==> src/rtl/axi4l_master_if.sv <==
// AXI4-Lite bus bundle shared by the initiator and the responding slaves.
interface axi4l_master_if;
    logic [31:0] awaddr;
    logic [2:0]  awprot;
    logic        awvalid;
    logic        awready;
    logic [31:0] wdata;
    logic [3:0]  wstrb;
    logic        wvalid;
    logic        wready;
    logic [1:0]  bresp;
    logic        bvalid;
    logic        bready;
    logic [31:0] araddr;
    logic [2:0]  arprot;
    logic        arvalid;
    logic        arready;
    logic [31:0] rdata;
    logic [1:0]  rresp;
    logic        rvalid;
    logic        rready;

    modport master (
        output awaddr, awprot, awvalid, wdata, wstrb, wvalid, bready,
               araddr, arprot, arvalid, rready,
        input  awready, wready, bresp, bvalid, arready, rdata, rresp, rvalid
    );

    modport slave (
        input  awaddr, awprot, awvalid, wdata, wstrb, wvalid, bready,
               araddr, arprot, arvalid, rready,
        output awready, wready, bresp, bvalid, arready, rdata, rresp, rvalid
    );
endinterface

==> src/rtl/axi4l_master.sv <==
// AXI4-Lite initiator: one outstanding core load/store mapped onto AR/R or
// AW+W/B, with an optional watchdog that turns a hung slave into an error.
module axi4l_master #(
    parameter int TIMEOUT_CYC = 256,
    parameter int TO_W        = 9
) (
    input  logic        clk,
    input  logic        rst,
    input  logic        req_valid,
    output logic        req_ready,
    input  logic        req_we,
    input  logic [31:0] req_addr,
    input  logic [31:0] req_wdata,
    input  logic [3:0]  req_wstrb,
    output logic        resp_valid,
    input  logic        resp_ready,
    output logic [31:0] resp_rdata,
    output logic        resp_err,
    axi4l_master_if.master m_axi
);

    typedef enum logic [2:0] {IDLE, WR, WAIT_B, AR, WAIT_R, RESP} state_t;

    typedef struct packed {
        logic        we;
        logic [31:0] addr;
        logic [31:0] wdata;
        logic [3:0]  wstrb;
    } req_t;

    localparam logic [TO_W-1:0] TO_LAST = TO_W'((TIMEOUT_CYC > 0) ? TIMEOUT_CYC - 1 : 0);

    state_t          state_q, state_d;
    req_t            req_q;
    logic            aw_done, w_done;
    logic [TO_W-1:0] wd_cnt;

    logic req_hs, aw_hs, w_hs, b_hs, ar_hs, r_hs;
    logic active, wd_expire;

    assign req_ready = (state_q == IDLE);
    assign req_hs    = req_valid & req_ready;
    assign aw_hs     = m_axi.awvalid & m_axi.awready;
    assign w_hs      = m_axi.wvalid  & m_axi.wready;
    assign b_hs      = m_axi.bvalid  & m_axi.bready;
    assign ar_hs     = m_axi.arvalid & m_axi.arready;
    assign r_hs      = m_axi.rvalid  & m_axi.rready;

    assign active    = (state_q == WR) || (state_q == WAIT_B) ||
                       (state_q == AR) || (state_q == WAIT_R);
    assign wd_expire = (TIMEOUT_CYC > 0) && active && (wd_cnt == TO_LAST);

    // AXI payload comes only from the captured request, never from req_*.
    assign m_axi.awaddr  = req_q.addr;
    assign m_axi.awprot  = 3'b000;
    assign m_axi.wdata   = req_q.wdata;
    assign m_axi.wstrb   = req_q.wstrb;
    assign m_axi.araddr  = req_q.addr;
    assign m_axi.arprot  = 3'b000;

    // Valids/readies decode from state; per-channel done flags drop AW/W individually.
    assign m_axi.awvalid = (state_q == WR) && !aw_done;
    assign m_axi.wvalid  = (state_q == WR) && !w_done;
    assign m_axi.bready  = (state_q == WAIT_B);
    assign m_axi.arvalid = (state_q == AR);
    assign m_axi.rready  = (state_q == WAIT_R);
    assign resp_valid    = (state_q == RESP);

    // Only bit 1 of xRESP distinguishes error responses.
    logic unused_resp;
    assign unused_resp = m_axi.bresp[0] ^ m_axi.rresp[0];

    // State register.
    always_ff @(posedge clk) begin
        if (rst) state_q <= IDLE;
        else     state_q <= state_d;
    end

    // Next state; a B/R completion on the expiry cycle takes priority.
    always_comb begin
        state_d = state_q;
        case (state_q)
            IDLE:   if (req_hs) state_d = req_we ? WR : AR;
            WR: begin
                if (wd_expire)                                   state_d = RESP;
                else if ((aw_done | aw_hs) && (w_done | w_hs))   state_d = WAIT_B;
            end
            WAIT_B: if (b_hs || wd_expire)  state_d = RESP;
            AR: begin
                if (wd_expire)  state_d = RESP;
                else if (ar_hs) state_d = WAIT_R;
            end
            WAIT_R: if (r_hs || wd_expire)  state_d = RESP;
            RESP:   if (resp_ready)         state_d = IDLE;
            default: state_d = IDLE;
        endcase
    end

    // Request capture.
    always_ff @(posedge clk) begin
        if (rst)         req_q <= '0;
        else if (req_hs) req_q <= '{we: req_we, addr: req_addr, wdata: req_wdata, wstrb: req_wstrb};
    end

    // AW/W completion flags, cleared when a new request is taken.
    always_ff @(posedge clk) begin
        if (rst || req_hs) begin
            aw_done <= 1'b0;
            w_done  <= 1'b0;
        end else if (state_q == WR) begin
            if (aw_hs) aw_done <= 1'b1;
            if (w_hs)  w_done  <= 1'b1;
        end
    end

    // Watchdog: zero while idle so it starts at 0 on entry to WR/AR.
    always_ff @(posedge clk) begin
        if (rst || state_q == IDLE) wd_cnt <= '0;
        else if (active)            wd_cnt <= wd_cnt + 1'b1;
    end

    // Response capture from B, R or watchdog expiry.
    always_ff @(posedge clk) begin
        if (rst) begin
            resp_rdata <= '0;
            resp_err   <= 1'b0;
        end else if (state_q == WAIT_B && b_hs) begin
            resp_rdata <= '0;
            resp_err   <= m_axi.bresp[1];
        end else if (state_q == WAIT_R && r_hs) begin
            resp_rdata <= m_axi.rdata;
            resp_err   <= m_axi.rresp[1];
        end else if (wd_expire) begin
            resp_rdata <= '0;
            resp_err   <= 1'b1;
        end
    end

endmodule

==> src/flat_wrapper.sv <==
// flat-port wrapper written by rule: the top's interface ports become plain ports
module axi4l_master_flat 
#(
    parameter int TIMEOUT_CYC = 256,
    parameter int TO_W        = 9
)
  (clk, rst, req_valid, req_ready, req_we, req_addr, req_wdata, req_wstrb, resp_valid, resp_ready, resp_rdata, resp_err, m_axi_awaddr, m_axi_awprot, m_axi_awvalid, m_axi_wdata, m_axi_wstrb, m_axi_wvalid, m_axi_bready, m_axi_araddr, m_axi_arprot, m_axi_arvalid, m_axi_rready, m_axi_awready, m_axi_wready, m_axi_bresp, m_axi_bvalid, m_axi_arready, m_axi_rdata, m_axi_rresp, m_axi_rvalid);
  axi4l_master_if m_axi_i ();
  input  logic clk;
  input  logic rst;
  input  logic req_valid;
  output logic req_ready;
  input  logic req_we;
  input  logic [31:0] req_addr;
  input  logic [31:0] req_wdata;
  input  logic [3:0] req_wstrb;
  output logic resp_valid;
  input  logic resp_ready;
  output logic [31:0] resp_rdata;
  output logic resp_err;
  output wire logic [$bits(m_axi_i.awaddr)-1:0] m_axi_awaddr;
  output wire logic [$bits(m_axi_i.awprot)-1:0] m_axi_awprot;
  output wire logic [$bits(m_axi_i.awvalid)-1:0] m_axi_awvalid;
  output wire logic [$bits(m_axi_i.wdata)-1:0] m_axi_wdata;
  output wire logic [$bits(m_axi_i.wstrb)-1:0] m_axi_wstrb;
  output wire logic [$bits(m_axi_i.wvalid)-1:0] m_axi_wvalid;
  output wire logic [$bits(m_axi_i.bready)-1:0] m_axi_bready;
  output wire logic [$bits(m_axi_i.araddr)-1:0] m_axi_araddr;
  output wire logic [$bits(m_axi_i.arprot)-1:0] m_axi_arprot;
  output wire logic [$bits(m_axi_i.arvalid)-1:0] m_axi_arvalid;
  output wire logic [$bits(m_axi_i.rready)-1:0] m_axi_rready;
  input wire logic [$bits(m_axi_i.awready)-1:0] m_axi_awready;
  input wire logic [$bits(m_axi_i.wready)-1:0] m_axi_wready;
  input wire logic [$bits(m_axi_i.bresp)-1:0] m_axi_bresp;
  input wire logic [$bits(m_axi_i.bvalid)-1:0] m_axi_bvalid;
  input wire logic [$bits(m_axi_i.arready)-1:0] m_axi_arready;
  input wire logic [$bits(m_axi_i.rdata)-1:0] m_axi_rdata;
  input wire logic [$bits(m_axi_i.rresp)-1:0] m_axi_rresp;
  input wire logic [$bits(m_axi_i.rvalid)-1:0] m_axi_rvalid;
  assign m_axi_awaddr = m_axi_i.awaddr;
  assign m_axi_awprot = m_axi_i.awprot;
  assign m_axi_awvalid = m_axi_i.awvalid;
  assign m_axi_wdata = m_axi_i.wdata;
  assign m_axi_wstrb = m_axi_i.wstrb;
  assign m_axi_wvalid = m_axi_i.wvalid;
  assign m_axi_bready = m_axi_i.bready;
  assign m_axi_araddr = m_axi_i.araddr;
  assign m_axi_arprot = m_axi_i.arprot;
  assign m_axi_arvalid = m_axi_i.arvalid;
  assign m_axi_rready = m_axi_i.rready;
  assign m_axi_i.awready = m_axi_awready;
  assign m_axi_i.wready = m_axi_wready;
  assign m_axi_i.bresp = m_axi_bresp;
  assign m_axi_i.bvalid = m_axi_bvalid;
  assign m_axi_i.arready = m_axi_arready;
  assign m_axi_i.rdata = m_axi_rdata;
  assign m_axi_i.rresp = m_axi_rresp;
  assign m_axi_i.rvalid = m_axi_rvalid;
  axi4l_master #(.TIMEOUT_CYC(TIMEOUT_CYC), .TO_W(TO_W)) u_core (.clk(clk), .rst(rst), .req_valid(req_valid), .req_ready(req_ready), .req_we(req_we), .req_addr(req_addr), .req_wdata(req_wdata), .req_wstrb(req_wstrb), .resp_valid(resp_valid), .resp_ready(resp_ready), .resp_rdata(resp_rdata), .resp_err(resp_err), .m_axi(m_axi_i));
endmodule
==> config.mk <==
export PLATFORM = sky130hd
export DESIGN_NAME = axi4l_master_flat
export DESIGN_NICKNAME = d
export VERILOG_FILES = /design/src/rtl/axi4l_master_if.sv /design/src/rtl/axi4l_master.sv /design/src/flat_wrapper.sv
export SDC_FILE = /design/constraint.sdc
export NUM_CORES = 1
export LEC_CHECK = 0
export ABC_AREA = 0
export CAP_MARGIN = 20
export CORE_ASPECT_RATIO = 0.6
export CORE_MARGIN = 2
export CORE_UTILIZATION = 39
export DETAILED_ROUTE_END_ITERATION = 10
export PLACE_DENSITY = 0.86
export SYNTH_ARGS = -nofsm -noshare
export SYNTH_HDL_FRONTEND = slang
export SYNTH_SLANG_ARGS = --single-unit
==> constraint.sdc <==
create_clock -name clk -period 2.6 [get_ports clk]
set_input_delay 0.78 -clock clk [delete_from_list [all_inputs] [get_ports clk]]
set_output_delay 0.78 -clock clk [all_outputs]
set_load 0.01 [all_outputs]
# Yosys cells after proc, flatten, opt, wreduce, memory -nomap -nowiden
# Index checks and enable logic that the tools add are counted.
# totals
elab_cells	67
rom_bits	0
ramBits	0
latch_bits	0
ff_bits	115
inputBits	114
n_memories	0
# classes
n_mux	15
bitwise_logic	8
n_div	0
magnitude_cmp	0
shift	0
mul	0
addsub	1
reduce_logical	22
eq_ne	12
# ops
cell	n
2-to-1 mux 32 bit	2
2-to-1 mux 3 bit	8
one-hot mux 3 bit (6 select lines)	1
adder 9 x 1 -> 9 bit, second input constant	1
equality test 9 x 8 -> 1 bit, second input constant	1
logical OR 1 bit	7
AND 1 bit	6
equality test 3 x 2 -> 1 bit, second input constant	2
equality test 3 bit, second input constant	2
logical AND 1 bit	6
!= test 2 bit, second input constant	3
AND reduction 6 bit	1
AND reduction 2 bit	2
equality test 3 x 1 -> 1 bit, second input constant	1
zero test 3 bit	1
2-to-1 mux 1 bit	3
!= test 3 x 2 -> 1 bit, second input constant	1
!= test 3 bit, second input constant	1
nonzero test 3 bit	1
zero test 1 bit	2
2-to-1 mux 2 bit	1
!= test 2 x 1 -> 1 bit, second input constant	1
OR 1 bit	2
nonzero test 2 bit	1
OR reduction 2 bit	1

# Longest topological paths before layout
# depth
depth_word	8
depth_mapped	10

# Worst setup path before layout
# No wires, ideal clock.
# synth_path
path_type	register to register
startpoint	register u_core.wd_cnt[0]
endpoint	register u_core.resp_rdata[10]
arrival_ns	1.854
path_stages_with_launch	11
setup_ns	0.128
path_slack_ns	0.619
path_buffers	3
cell_sequence	dfxtp_1 ha_1 nand3_1 nor2_1 ha_1 buf_2 or3b_1 clkbuf_1 buf_2 a32oi_1 nor2_1
# synth_between
elab_chain_len	3
# synth_lines
item	line	rtl
start, declared	axi4l_master.sv:36	logic [TO_W-1:0] wd_cnt;
start signal, assigned	axi4l_master.sv:119	else if (active) wd_cnt <= wd_cnt + 1'b1;
equality test 9 x 8 -> 1 bit	axi4l_master.sv:51	assign wd_expire = (TIMEOUT_CYC > 0) && active && (wd_cnt == TO_LAST);
logical AND 1 bit	axi4l_master.sv:51	
nonzero test 2 bit (no line)	n/a	
end signal, assigned	axi4l_master.sv:131	resp_rdata <= m_axi.rdata;
end, declared	axi4l_master.sv:17	output logic [31:0] resp_rdata,
# No other way between the ends.
# A chain may end at the register's enable or synchronous reset.

# Final worst setup path
# layout_path
startpoint	register u_core.state_q[2]
endpoint	output port req_ready
# layout_between
elab_chain_len	1
# layout_lines
item	line	rtl
start, declared	axi4l_master.sv:33	state_t state_q, state_d;
start signal, assigned	axi4l_master.sv:76	else state_q <= state_d;
zero test 3 bit	axi4l_master.sv:41	assign req_ready = (state_q == IDLE);
end, declared	flat_wrapper.sv:12	output logic req_ready;
# No other way between the ends.

==> results.cfg <==
[finish]
nets = 883
utilization_pct = 66.1
drive_above_1_share_pct = 7.44
areaGrowthSynthToFinish_pct = 63.3
final_cells = 940
num_antenna_cells = 0
fillers = 938

[detailed_routing]
wl_per_cell_um = 15.5
met2_wirelength_mm = 7.49
vias_per_cell = 4.98
met1Wirelength_mm = 5.54
drt-total-wl_mm = 14.6
drt-initial-drc-count = 230
drc_errors = 0
vias = 4682
highest_layer = met4
first_pass_iters = 5
ant_nets = 0
wl_met3_mm = 1.26

[sta]
worstMarginPinSlew_ns = 0.540
finalSetupViolations = 0
final_max_slew_viol_count = 0
fin_setup_tns_ns = 0
relSlewSlack_pct = 63.9
period_minus_slack_ns = 2.48
fin_skew_ns = 0.00684
fin_crit_sh_pct = 95.2
layout_setup_ws_ns = 0.125
hold_viol = 0
rsz0062_at_grt = false
max_freq_mhz = 404

[placed_design]
dp_cells = 908
pre_cts_ws_ns = 0.175
place_congestion = 0.839
dp_hpwl_mm = 10.8
port_buffers = 251

[grt]
grt_overflow = 0
antenna_found_initial = 0
grt_pass1_wl_mm = 22.3
grt_start_max_net_pins = 69
grtUsageTotal_pct = 22.5
grt_pass1_vias = 4501

[clock_network]
insertion_delay_ns = 0.41
cts_sinks = 115
clkTransAtPathRegs_ns = 0.05
cts_resized = 6
cts.path.max_buffers = 2
cts_tree = yes
cts_setup_buffers = 0
cts_buffers = 17
cts_hold_buf = 0
ctsRootBufferMaster = clkbuf_16
htreeDepth = 4

[logic_synthesis]
syn_area_per_cell_um2 = 8.30
ys_seq_area_share_pct = 49.7
synth-seq-cells = 115
syn_inst = 558
synth_warnings = 0
synth-main-ff-cell = dfxtp_1
synthArstFlopShare_pct = 0
synth_cell_type_count = 44
synth_edf_count = 0
synthesis.area_um2 = 4630

[die]
die_w_um = 145
dieArea_um2 = 12800
die_h_um = 88.4
num_rows = 30
start_util_pct = 40.5
pin_count = 260
core_area_um2 = 11400

[run]
maxCapViolCount = 0

[critical_path]
worstPathMaxFanout = 11
crit_path_end_kind = output port
worstPathArrival_ns = 1.70
startpoint_type = register
crit_type = register to output port
crit_required_ns = 1.82

[status]
status = finished clean

[power]
ir_worst_vdd_mv = 0.589
p_per_area_nw_per_um2 = 806
power.total_mw = 6.09
power_leakage_nw = 2.74

[min_path]
min_path_type = register to register
==> final timing paths <==
| kind | slack [ns] | end | depth (start not counted) | from |
|---|---|---|---|---|
| min reg2reg | 0.45 | u_core.m_axi.wdata[3] | 2 | u_core.m_axi.wdata[3] |
| max reg2reg | 0.28 | u_core.resp_rdata[26] | 8 | u_core.wd_cnt[0] |
| max | 0.12 | req_ready | 3 | u_core.state_q[2] |
| min | 0.45 | u_core.m_axi.wdata[3] | 2 | u_core.m_axi.wdata[3] |
==> routing by layer <==
layer	global-route usage (%)	vias up
met5	0	-
li1	-	2272
met2	40.4	216
met1	24.4	2167
met3	9.15	27
met4	7.68	0
==> cells in the mapped netlist (2+ instances only) <==
cell type | instances | share of area (%)
nor3b_1 | 2 | 0.32
inv_1 | 4 | 0.32
nand3_1 | 4 | 0.43
buf_2 | 8 | 0.86
ha_1 | 2 | 0.54
nand2b_1 | 2 | 0.27
nor2b_1 | 4 | 0.54
a211oi_1 | 3 | 0.49
o21ai_0 | 3 | 0.32
or3b_1 | 2 | 0.38
buf_6 | 3 | 0.73
xnor2_1 | 7 | 1.3
dfxtp_1 | 115 | 50
nor3_1 | 4 | 0.43
a21oi_1 | 76 | 8.2
nor4_1 | 3 | 0.41
and2_1 | 2 | 0.27
clkbuf_1 | 24 | 1.9
buf_4 | 45 | 7.3
nand2_1 | 141 | 11
nor2_1 | 50 | 4.1
a32oi_1 | 32 | 6.0
==> flip-flops by register name, summed over array words and instances, names as in the netlist <==
register,flops
u_core.aw_done,1
u_core.m_axi.araddr,32
u_core.m_axi.wdata,32
u_core.m_axi.wstrb,4
u_core.resp_err,1
u_core.resp_rdata,32
u_core.state_q,3
u_core.w_done,1
u_core.wd_cnt,9
==> power breakdown <==
part           internal [mW]  total [mW]  switching [mW]
logic                  0.921        1.83           0.914
registers               1.98        2.13           0.151
clock network           1.28        2.13           0.852
==> layout by cell type, fill, tap and decap left out, drive strengths merged, types with 2 or more instances in the layout <==
cell type      instances
ha                     2
nor2                  51
conb                   6
o21ai                  3
a32oi                 32
dfxtp                115
inv                    8
nor3b                  2
dlygate4sd2            4
nand3                  4
buf                   15
and2                   2
xnor2                  7
a211oi                 3
clkbuf                19
a21oi                 76
nand2b                 2
clkdlybuf4s50        246
clkinv                 5
clkinvlp               5
nand2                142
nor3                   4
nor2b                  4
nor4                   3
or3b                   2
==> kinds of logic after synthesis <==
family	after synthesis	synth area share [%]
AOI/OAI and AO/OA	125	17.1
xor gates and xnor gates	7	1.32
adders and majority gates	2	0.540
buffers and inverters	85	11.2
DFF	115	49.7
other	1	0.0809
and+or+nand+nor	223	20.1
==> critical path: stages, from the launching register on <==
cell,delay (ns)
dfxtp_1,0.35
or3_4,0.43
inv_2,0.19
dlygate4sd2_1,0.32
==> per-stage QoR <==
| step | instance area, um2 | hold slack [ns] |
|---|---|---|
| after floorplan | 4650 | 0.471 |
| after global placement | 7000 | 0.443 |
| after detailed placement | 7000 | 0.446 |
| after CTS | 7560 | 0.454 |
| after global routing | 7570 | 0.470 |
| final | 7570 | 0.453 |
==> cell type report <==
cell class	count	area (um2)	share of cell area [%]
clock buffers	19	453	5.99
clock inverters	13	104	1.37
flip-flops and latches	115	2300	30.4
inverters	5	18.8	0.248
well taps	160	200	2.65
repair buffers	265	2630	34.8
multi-input cells	363	1860	24.5
No activity file was read; power rests on OpenSTA's default activity.
